`src/rtl/rs_dec_out_framer.sv`:
```
// RS decoder output framer: drops parity symbols and forwards each codeword's data bytes
// as a frame through a store-and-forward FIFO. Only whole, in-sequence frames are released.
module rs_dec_out_framer #(
    parameter int unsigned N_CW   = 132,
    parameter int unsigned K_DATA = 120,
    parameter int unsigned AW     = 7
) (
    input  logic        clk,
    input  logic        rst,
    input  logic        symb_out_val,
    input  logic [7:0]  symb_out_cnt,
    input  logic [7:0]  symb_corrected,
    input  logic        dout_rdy,
    output logic        dout_val,
    output logic        dout_sop,
    output logic        dout_eop,
    output logic [7:0]  dout,
    output logic [15:0] frame_cnt,
    output logic [15:0] drop_cnt,
    output logic        seq_err
);
    localparam int unsigned DEPTH = 2 ** AW;
    localparam int unsigned IW    = $clog2(K_DATA);

    localparam logic [7:0]    LAST_DATA = 8'(K_DATA - 1);
    localparam logic [7:0]    LAST_SYMB = 8'(N_CW - 1);
    localparam logic [AW+1:0] DEPTH_W   = (AW + 2)'(DEPTH);
    localparam logic [AW+1:0] K_W       = (AW + 2)'(K_DATA);
    localparam logic [IW-1:0] LAST_RD   = IW'(K_DATA - 1);

    typedef enum logic [1:0] {StIdle, StData, StParity, StSkip} state_e;

    state_e        state_q, state_d;
    logic [7:0]    exp_idx_q, exp_idx_d;
    logic [AW:0]   wr_ptr_q, wr_ptr_d;
    logic [AW:0]   commit_ptr_q, commit_ptr_d;
    logic [AW:0]   rd_ptr_q, rd_ptr_d;
    logic [IW-1:0] rd_idx_q, rd_idx_d;
    logic [15:0]   frame_cnt_q, frame_cnt_d;
    logic [15:0]   drop_cnt_q, drop_cnt_d;
    logic          seq_err_q, seq_err_d;

    logic [7:0]    mem_q [DEPTH];
    logic          mem_we;
    logic [AW-1:0] mem_waddr;

    logic [AW:0]   used;
    logic [AW+1:0] free;
    logic          is_sop;
    logic          sop_rule;
    logic          xfer;

    // Occupancy counts committed data only; the in-progress frame was reserved at its sop.
    assign used   = commit_ptr_q - rd_ptr_q;
    assign free   = DEPTH_W - {1'b0, used};
    assign is_sop = (symb_out_cnt == 8'd0);

    always_comb begin
        state_d      = state_q;
        exp_idx_d    = exp_idx_q;
        wr_ptr_d     = wr_ptr_q;
        commit_ptr_d = commit_ptr_q;
        frame_cnt_d  = frame_cnt_q;
        drop_cnt_d   = drop_cnt_q;
        seq_err_d    = seq_err_q;
        mem_we       = 1'b0;
        mem_waddr    = wr_ptr_q[AW-1:0];
        sop_rule     = 1'b0;

        if (symb_out_val) begin
            unique case (state_q)
                StIdle, StSkip: begin
                    sop_rule = is_sop;
                end
                StData: begin
                    if (symb_out_cnt == exp_idx_q) begin
                        mem_we    = 1'b1;
                        wr_ptr_d  = wr_ptr_q + 1'b1;
                        exp_idx_d = exp_idx_q + 8'd1;
                        if (symb_out_cnt == LAST_DATA) begin
                            commit_ptr_d = wr_ptr_q + 1'b1;
                            frame_cnt_d  = frame_cnt_q + 16'd1;
                            state_d      = StParity;
                        end
                    end else begin
                        // Erase the partial frame by rewinding to the last commit point.
                        seq_err_d = 1'b1;
                        wr_ptr_d  = commit_ptr_q;
                        if (is_sop) begin
                            sop_rule = 1'b1;
                        end else begin
                            state_d = StSkip;
                        end
                    end
                end
                StParity: begin
                    if (symb_out_cnt == exp_idx_q) begin
                        if (symb_out_cnt == LAST_SYMB) begin
                            exp_idx_d = 8'd0;
                            state_d   = StIdle;
                        end else begin
                            exp_idx_d = exp_idx_q + 8'd1;
                        end
                    end else begin
                        seq_err_d = 1'b1;
                        if (is_sop) begin
                            sop_rule = 1'b1;
                        end else begin
                            state_d = StSkip;
                        end
                    end
                end
                default: ;
            endcase

            // Start of frame: admit only if a whole frame fits, so the FIFO cannot overflow.
            if (sop_rule) begin
                if (free >= K_W) begin
                    mem_we    = 1'b1;
                    mem_waddr = commit_ptr_q[AW-1:0];
                    wr_ptr_d  = commit_ptr_q + 1'b1;
                    exp_idx_d = 8'd1;
                    state_d   = StData;
                end else begin
                    drop_cnt_d = drop_cnt_q + 16'd1;
                    state_d    = StSkip;
                end
            end
        end
    end

    assign dout_val = (commit_ptr_q != rd_ptr_q);
    assign dout     = mem_q[rd_ptr_q[AW-1:0]];
    assign dout_sop = dout_val & (rd_idx_q == '0);
    assign dout_eop = dout_val & (rd_idx_q == LAST_RD);
    assign xfer     = dout_val & dout_rdy;

    always_comb begin
        rd_ptr_d = rd_ptr_q;
        rd_idx_d = rd_idx_q;
        if (xfer) begin
            rd_ptr_d = rd_ptr_q + 1'b1;
            rd_idx_d = (rd_idx_q == LAST_RD) ? '0 : rd_idx_q + 1'b1;
        end
    end

    always_ff @(posedge clk) begin
        if (mem_we) begin
            mem_q[mem_waddr] <= symb_corrected;
        end
    end

    always_ff @(posedge clk) begin
        if (rst) begin
            state_q      <= StIdle;
            exp_idx_q    <= 8'd0;
            wr_ptr_q     <= '0;
            commit_ptr_q <= '0;
            rd_ptr_q     <= '0;
            rd_idx_q     <= '0;
            frame_cnt_q  <= 16'd0;
            drop_cnt_q   <= 16'd0;
            seq_err_q    <= 1'b0;
        end else begin
            state_q      <= state_d;
            exp_idx_q    <= exp_idx_d;
            wr_ptr_q     <= wr_ptr_d;
            commit_ptr_q <= commit_ptr_d;
            rd_ptr_q     <= rd_ptr_d;
            rd_idx_q     <= rd_idx_d;
            frame_cnt_q  <= frame_cnt_d;
            drop_cnt_q   <= drop_cnt_d;
            seq_err_q    <= seq_err_d;
        end
    end

    assign frame_cnt = frame_cnt_q;
    assign drop_cnt  = drop_cnt_q;
    assign seq_err   = seq_err_q;

endmodule
```
`config.mk`:
```
export PLATFORM = sky130hd
export DESIGN_NAME = rs_dec_out_framer
export DESIGN_NICKNAME = d
export VERILOG_FILES = /design/src/rtl/rs_dec_out_framer.sv
export SDC_FILE = /design/constraint.sdc
export NUM_CORES = 1
export LEC_CHECK = 0
export ABC_AREA = 0
export CAP_MARGIN = 25
export CORE_MARGIN = 2
export CORE_UTILIZATION = 35
export CTS_BUF_LIST = sky130_fd_sc_hd__clkbuf_16
export DETAILED_ROUTE_END_ITERATION = 8
export HOLD_SLACK_MARGIN = 0.1
export PLACE_DENSITY = 0.51
export SLEW_MARGIN = 20
export SYNTH_ARGS = -nofsm -noshare
export SYNTH_HDL_FRONTEND = slang
export SYNTH_SLANG_ARGS = --single-unit
```
`constraint.sdc`:
```
create_clock -name clk -period 10.5 [get_ports clk]
set_clock_uncertainty 0.05 [all_clocks]
set_input_delay 1.575 -clock clk [delete_from_list [all_inputs] [get_ports clk]]
set_output_delay 1.575 -clock clk [all_outputs]
set_load 0.1 [all_outputs]
```
-- Yosys cells after proc, flatten, opt, wreduce, memory -nomap -nowiden
Memories as Yosys holds them, arrays and structs flattened. A register that Yosys moved wholly into a read port is not among the register bits.
Index checks and enable logic that the tools add are counted.
- add/subtract/negate cells: 9
- order comparisons: 1
- eq/ne operators: 10
- mux-type cells: 35
- bitwise gates (word level): 5
- reductions and logical operators: 10
- operators by type and width (cell ; number):
    2-to-1 mux 8 bit ; 9
    2-to-1 mux 7 bit ; 6
    adder 16 x 1 -> 16 bit (second input constant) ; 2
    adder 8 x 1 -> 8 bit (second input constant) ; 4
    one-hot mux 8 bit (2 select lines) ; 1
    2-to-1 mux 2 bit ; 7
    2-to-1 mux 1 bit ; 10
    greater-or-equal comparator 9 x 7 -> 1 bit (second input constant) ; 1
    subtractor 8 x 8 -> 9 bit (first input constant) ; 1
    equality test 8 x 7 -> 1 bit (second input constant) ; 1
    equality test 8 bit ; 1
    equality test 8 bit (second input constant) ; 1
    logical NOT 8 bit ; 1
    inequality test 4 bit (second input constant) ; 2
    inequality test 8 bit ; 1
    AND reduction 4 bit ; 2
    subtractor 8 bit ; 1
    adder 7 x 1 -> 7 bit (second input constant) ; 1
    equality test 7 bit (second input constant) ; 1
    logical NOT 7 bit ; 1
    AND reduction 3 bit ; 2
    equality test 2 bit (second input constant) ; 2
    one-hot mux 2 bit (2 select lines) ; 1
    OR reduction 2 bit ; 2
    6 further kinds ; 9
- register bits after elaboration: 74
- RAM bits: 1024
- output and inout bits: 44
- memories kept: 1
- memories (memory ; words ; width ; rd ports ; clocked after memory_dff ; wr ports ; RTL line ; source):
    mem_q ; 128 ; 8 ; 1 ; 1 ; 1 ; 43 ; logic [7:0] mem_q [DEPTH];

-- Logic depth before layout (Yosys ltp)
- word-level depth: 9
- gate-level depth with buffers: 15
- mapped depth without buffers: 12

-- Least setup slack after synthesis
OpenSTA, ideal clock, no wires.
- kind: register to output
- from: reg commit_ptr_q[0]
- to: out dout_sop
- arrival: 4.101 ns
- required time: 8.875 ns
- path slack: 4.774 ns
- cell stages (with the launch flop): 6
- buffers on the path: 0
- path through: dfxtp_1 -> inv_1 -> ha_1 -> nand3_1 -> nor3_1 -> nor4b_1
- longest elaborated chain between the ends: 2
- ends and longest elaborated chain (what ; RTL line ; source):
    start, declared ; 36 ; logic [AW:0] commit_ptr_q, commit_ptr_d;
    start signal, assigned ; 168 ; commit_ptr_q <= commit_ptr_d;
    inequality test 8 bit ; 132 ; assign dout_val = (commit_ptr_q != rd_ptr_q);
    AND 1 bit ; 134 ; assign dout_sop = dout_val & (rd_idx_q == '0);
    end, declared ; 15 ; output logic dout_sop,
Every way passes these cells.

==> reports/results.ini <==
[finish]
fillers = 11200
fin_nets = 2418
final_cells = 4122
final_cell_mix = edfxtp_1 (1024), mux4_2 (336), nor2_1 (203), clkbuf_16 (115), dfxtp_1 (76)
syn_to_final_growth_pct = 14.8
drive_gt1_share_pct = 25.8
diodes = 0
fin_util_pct = 40.5
final_area_sq_mm = 0.0510
multiInputGateArea_sq_mm = 0.0115
final_common_cell = edfxtp_1
regArea_sq_mm = 0.0324

[clocking]
h-tree-depth = 3
clkSinkCount = 1105
cts_setup_buffers = 0
clock_latency_ps = 700
cts_root_buf = clkbuf_16
cts_resized = 0
clk_pin_slew_ps = 60
ctsHoldBuffers = 0
clock_path_buffers = 3
cts_tree = yes
cts_made_buffers = 113

[place]
port_buffers = 63
place.gp.congestion = 0.764
place_ws_ps = 4030
dp.cells = 3887
hpwlAfterDp_um = 67000
dpl_cell_area_sq_mm = 0.0472

[route]
drc = 0
firstDrtPassIters = 5
wl_met1_um = 46600
drt_iter0_markers = 2079
wire_per_inst_um = 26.6
ant_nets = 0
dr_wl_met3_um = 6570
routed_via_density = 5.35
highest_layer = met4
dr_wl_met2_um = 54000
vias = 22000
routed_wirelength_um = 110000

[worst_setup_path]
cp_num_buf_inv = 2
crit_slowest_cell = clkdlybuf4s50_1
cp_common_cell = mux4_2
path_delay_family = buffers and inverters
cp_max_fo = 67
max_stage_delay_ps = 1000
cp-end-kind = output port
required_ps = 8880
critPathLaunchType = register
cp_cell_sequence = buf_4, mux4_2, mux4_2, mux4_2, mux2_2, clkdlybuf4s50_1
crit_type = reg2out
crit_arrival_ps = 5460

[die]
rows = 130
initial_core_util_pct = 35.3
die_w_um = 360
io-pin-count = 64
core_sq_mm = 0.126
fp.dieH_um = 360
die_area_sq_mm = 0.130

[global_route]
grt_pass1_vias = 22900
grt_start_max_net_pins = 110
antenna_found_initial = 2
grt_pass1_wl_um = 160000
overflow = 0
grt.total_usage_pct = 16.9

[timing]
rsz0062_at_grt = no
fin_crit_sh_pct = 67.5
slew-limit-headroom_pct = 28.6
holdWs_ps = 432
worstMarginPinSlew_ps = 1070
period_minus_slack_ps = 7090
finalMaxSlewViolations = 0
max_freq_ghz = 0.141
tns_ps = 0
hold_violations = 0
setup_ws_ps = 3410
final-setup-viol-count = 0

[synthesis]
synth-edff-count = 1024
syn_nets = 2281
yosysSeqAreaShare_pct = 72.8
syn-instance-count = 2243
synth_cell_types = 68
synthArstFlopShare_pct = 0
synth_area_sq_mm = 0.0445
synth_area_per_cell_sq_um = 19.8
yosys_register_bits = 1105
dominantRegCellSynth = edfxtp_1
yosysWarnings = 0

[flow_run]
maxCapViolCount = 0

[power]
leakagePower_nw = 15.3
p_per_area_mw_per_mm2 = 174
power.total_mw = 8.88
peakVddDrop_mv = 0.137

[min_path]
hp-class = reg2reg

[status]
status = complete, no violations

[metal layers]
metal | vias to the layer above | global-route usage, %
met4 | 0 | 4.45
met5 | - | 0
met3 | 148 | 2.49
met2 | 689 | 28.0
li1 | 9475 | -
met1 | 11700 | 23.3
[logic make-up after synthesis]
logic type               synth area share (%)
flip-flops                               72.8
AND/OR/NAND/NOR                          4.26
multiplexers                             18.0
buffers and inverters                    1.38
AO/OA/AOI/OAI                            1.99
XOR/XNOR                                 1.06
adder cells (fa/ha/maj)                 0.523
[layout make-up]
cell class / count / share of cell area (%)
clock buffer: 115 / 5.64
clock inverter: 92 / 1.51
inverter: 23 / 0.169
multi-input combinational: 991 / 22.6
sequential: 1105 / 63.4
tap: 1650 / 4.04
timing repair buffer: 146 / 2.62
[Yosys cell counts (10+ instances only)]
cell type,number,area [sq um]
nand3_1,26,130
nand4_1,10,62.6
a21oi_1,48,240
edfxtp_1,1024,30700
xor2_1,28,245
ha_1,17,213
mux4_2,336,7570
or3_1,20,125
nor3_1,33,165
o21ai_0,32,160
inv_1,23,86.3
clkbuf_1,80,300
dfxtp_1,81,1620
nand2_1,47,176
nor2_1,213,800
xnor2_1,26,228
buf_2,33,165
a211oi_1,14,105
mux2i_1,22,220
[power breakdown]
group	switching, mW	internal, mW	total (mW)	leakage, nW
logic	0.103	0.0257	0.128	3.53
clock network	1.69	2.25	3.94	1.88
registers	0.00634	4.81	4.81	9.86
[worst register-to-register path: stages, from the launching register on]
cell and delay, ps:
dfxtp_1 390, inv_1 260, ha_1 240, inv_1 60, fa_1 430, a211oi_1 280, o21bai_1 110, a21oi_1 170
xor2_1 370, a31oi_2 300, buf_6 250, o22ai_4 370, o21ai_2 100, buf_4 270, nor2_1 870
[path summary, 6_finish.rpt]
path / startpoint / end / slack [ps] / cells past startpoint
setup / recovery: register / dout[1] / 3410 / 6
hold / removal: seq_err$_SDFFE_PP0P_ / seq_err$_SDFFE_PP0P_ / 430 / 2
setup reg to reg: commit_ptr_q[0]$_SDFFE_PP0P_ / mem_q[99][4]$_DFFE_PP_ / 5600 / 14
hold reg to reg: seq_err$_SDFFE_PP0P_ / seq_err$_SDFFE_PP0P_ / 430 / 2
[sequential cells by signal (all words and copies together), names as in the netlist, 7 cells and up, named ones only]
signal        flops
mem_q          1024
drop_cnt         16
frame_cnt        16
commit_ptr_q      8
exp_idx_q         8
rd_ptr_q          8
wr_ptr_q          8
rd_idx_q          7
Power figures use the tool's default switching activity.
==> patch 1, RTL diff (same settings) <==
The parameter `N_CW` goes from 132 to 99.
--- a/src/rtl/rs_dec_out_framer.sv
+++ b/src/rtl/rs_dec_out_framer.sv
@@ -3,3 +3,3 @@
 module rs_dec_out_framer #(
-    parameter int unsigned N_CW   = 132,
+    parameter int unsigned N_CW   = 99,
     parameter int unsigned K_DATA = 120,
Check against the original RTL: not settled (the Yosys comparison gave no result); the edit may change what the design does.
==> patch 1 against the unedited design <==
Sequential cell count unchanged; power increased by 0.15%; maximum frequency increased by 0.18%; setup slack improved by 13 ps; wire length decreased by 0.59%; area after synthesis about the same; final area decreased by 0.19%; largest cell class unchanged.
==> patch 1: results <==
{
  "stdcell_count": 4101,
  "port_buffers": 63,
  "crit_arrival_ps": 5450,
  "synth_ff_type": "edfxtp_1",
  "fin_nets": 2394,
  "hpwl_um": 67000,
  "dr.pass1.iters": 5,
  "cts_resized": 0,
  "path_max_fanout": 131,
  "vias_per_cell": 5.35,
  "holdCritStartpoint": "frame_cnt[15]",
  "grtUsageMet3_pct": 2.96,
  "grt_util_all_layers_pct": 16.8,
  "dr_wl_met3_um": 5750,
  "top_layer_used": "met4",
  "dpl_cell_area_um2": 47100,
  "grt_pass1_vias": 22700,
  "hp-class": "reg -> reg",
  "syn_inst": 2229,
  "largest_reg_flops": 1024,
  "clockBufferDepth": 3,
  "grt_start_max_net_pins": 132,
  "crit_type": "reg -> out",
  "synth.net_count": 2267,
  "clock-root-buffer": "clkbuf_16",
  "post_drt_wl_per_cell_um": 26.6,
  "dp_cells": 3872,
  "relSlewSlack_pct": 22.9,
  "post-cts-setup-buffer-count": 0,
  "p_leak_nw": 15.2,
  "drt_iter0_markers": 1945,
  "drive_gt1_share_pct": 25.1,
  "netlist-cell-type-count": 61,
  "drt-met1-wl_um": 47800,
  "antenna_found_initial": 4,
  "synth.top_cells.by_count": "edfxtp_1, mux4_2, nor2_1, dfxtp_1, clkbuf_1",
  "synth-edff-count": 1024,
  "met1_usage_pct": 23.4,
  "critPathTopFamily": "multiplexers",
  "place_congestion": 0.771,
  "max_stage_delay_ps": 1000,
  "fillers": 11200,
  "seq_area_frac_synth_pct": 72.8,
  "cts_buffers": 114,
  "clock_latency_ps": 690,
  "preCtsSetupSlack_ps": 4080,
  "status": "finished clean",
  "crit_path_top_delay_cell": "clkdlybuf4s50_1",
  "regMostFlops": "mem_q",
  "synthArstFlopShare_pct": 0,
  "ys_top_cells_by_area": "edfxtp_1, mux4_2, dfxtp_1",
  "use_met2_pct": 27.7,
  "grt_pass1_wl_um": 161000,
  "irDropWorstVdd_v": 0.000147,
  "reg2reg_from": "commit_ptr_q[0]",
  "clk_pin_slew_worst_paths_ps": 60,
  "met2_length_um": 53400,
  "swShare_pct": 20.1,
  "setup-tns-final_ps": 0,
  "htreeDepth": 3
}
## patch 1: worst min-delay path, delay by kind of cell, from the launching register on
| family | cells | cell delay, ps |
|---|---|---|
| compound gates | 2 | 130 |
| flops | 1 | 310 |
## patch 1: cells by family (layout without fill, tap and decap cells)
group                      after synthesis  after routing  synth area share, %
DFF                                   1105           1105                 72.8
and+or+nand+nor                        402            402                 4.18
muxes                                  392            392                 18.4
buffers and inverters                  141            362                 1.42
AOI/OAI and AO/OA                      119            119                 1.72
xor gates and xnor gates                52             52                 1.02
adders and majority gates               18             18                0.523
other                                    0              1                    0
## patch 1: power by group through the flow
stage	clock (mW)	sequential, mW	combinational, mW
floorplan	0	4.91	0.0414
global placement	0	4.91	0.124
detailed placement	0	4.91	0.131
CTS	4.04	4.81	0.132
global route	4.22	4.81	0.144
finish	3.95	4.81	0.131
## patch 1: layout make-up
| cell class | count | area, um^2 | area share, % |
|---|---|---|---|
| diodes | 1 | 2.50 | 0.00491 |
| clock buffers | 117 | 2930 | 5.75 |
| clock inverters | 93 | 724 | 1.42 |
| inverters | 21 | 78.8 | 0.155 |
| multi-input cells | 983 | 11500 | 22.7 |
| flip-flops and latches | 1105 | 32400 | 63.6 |
| well taps | 1650 | 2060 | 4.05 |
| repair buffers | 131 | 1210 | 2.38 |
## patch 1: worst paths after layout
| kind | end | slack [ps] | depth (start not counted) |
|---|---|---|---|
| setup / recovery | dout[6] | 3420 | 6 |
| setup reg to reg | mem_q[18][5] | 5130 | 13 |
| hold reg to reg | frame_cnt[15] | 440 | 2 |
| hold / removal | frame_cnt[15] | 440 | 2 |
==> patch 2, RTL diff (same flow settings) <==
Made on the original files. Register the output `frame_cnt` once more, with the module's reset; this adds one clock of latency there. The other outputs are not delayed to match.
--- a/src/rtl/rs_dec_out_framer.sv
+++ b/src/rtl/rs_dec_out_framer.sv
@@ -176,3 +176,9 @@
 
-    assign frame_cnt = frame_cnt_q;
+    always_ff @(posedge clk) begin
+        if (rst) begin
+            frame_cnt <= '0;
+        end else begin
+            frame_cnt <= frame_cnt_q;
+        end
+    end
     assign drop_cnt  = drop_cnt_q;
Check against the original RTL: not settled (the Yosys comparison gave no result); the edit may change what the design does.
==> patch 2 against the unedited design <==
First-iteration DRC count grew 8.0%; power grew 2.9%; largest cell class unchanged; global-route usage shrank 0.29 points; final area grew 1.4%; non-clock buffer count shrank 38; wire length shrank 0.81%; setup slack gained 27 ps; sequential cell count grew 16; area after synthesis grew 1.7%.
==> patch 2: results <==
{
  "drt_iter0_markers": 2245,
  "p_total_mw": 9.14,
  "synth-edff-count": 1024,
  "dp_cells": 3938,
  "cts_buffers": 118,
  "vias_per_cell": 5.34,
  "preCtsSetupSlack_ps": 4060,
  "seq_area_frac_synth_pct": 72.3,
  "relSlewSlack_pct": 27.8,
  "vias": 22300,
  "intPower_mw": 7.28,
  "reg2reg_from": "commit_ptr_q[0]",
  "hpwl_um": 66100,
  "fin_worst_hold_slack_ps": 439,
  "status": "finished clean",
  "critPathTopFamily": "multiplexers",
  "clk_pin_slew_worst_paths_ps": 60,
  "clock_latency_ps": 720,
  "irDropWorstVdd_v": 0.000116,
  "whs_path_depth": 1,
  "post-cts-setup-buffer-count": 0,
  "pg_seq_mw": 4.87,
  "p_comb_mw": 0.134,
  "dr.pass1.iters": 5,
  "p_leak_nw": 15.4,
  "synthArstFlopShare_pct": 0,
  "holdCritStartpoint": "frame_cnt_q[15]",
  "grt_pass1_vias": 23000,
  "path_max_fanout": 36,
  "hold_path_end": "frame_cnt[15]",
  "place_congestion": 0.786,
  "ys_top_cells_by_area": "edfxtp_1, mux4_2, dfxtp_1",
  "wl_um": 109000,
  "drive_gt1_share_pct": 25.0,
  "netlist-cell-type-count": 70,
  "synth.top_cells.by_count": "edfxtp_1, mux4_2, nor2_1, dfxtp_1, clkbuf_1",
  "crit_path_top_delay_cell": "clkdlybuf4s50_1",
  "max_stage_delay_ps": 990,
  "min_period_ps": 7060,
  "grt_start_max_net_pins": 152,
  "grt_util_all_layers_pct": 16.6,
  "syn_inst": 2300,
  "cp-endpoint": "dout[3]",
  "setup_viol": 0,
  "grt_pass1_wl_um": 159000,
  "antenna_found_initial": 4,
  "hp-class": "reg -> reg",
  "rr_worst_depth": 12,
  "dpl_cell_area_um2": 47800,
  "fin_nets": 2442,
  "rrSetupSlack_ps": 5460,
  "r2r-end": "mem_q[39][0]"
}
patch 2: cell types whose count changed after synthesis, sizes merged, moves of 8 or more:
cell,delta
mux2,+10
a21oi,-10
nor2,+17
nor2b,+23
o21ai,-12
nand4,+8
xor2,-9
a211oi,-9
dfxtp,+16
patch 2: routing by layer:
metal | part of all wire (%) | GRT usage (%)
met5 | 0.021 | 0
met3 | 6.2 | 3.89
met1 | 43 | 22.3
met2 | 48 | 27.1
met4 | 2.2 | 4.39
patch 2: cell type report:
type                            count  area [um^2]
Inverter                           25         93.8
Sequential cell                  1121        32700
Tap cell                         1662         2080
Antenna cell                        1         2.50
Clock buffer                      120         3000
Clock inverter                    104          877
Timing Repair Buffer              108         1040
Multi-Input combinational cell   1030        12000
Fill cell                       11300        76100
patch 2: kinds of logic after synthesis:
logic type | count (synthesis) | synth area share (%)
flops | 1121 | 72.3
mux | 386 | 18.3
buf+inv | 149 | 1.44
xor+xnor | 51 | 0.987
fa+ha+maj | 18 | 0.514
compound gates | 124 | 1.85
simple gates | 451 | 4.66
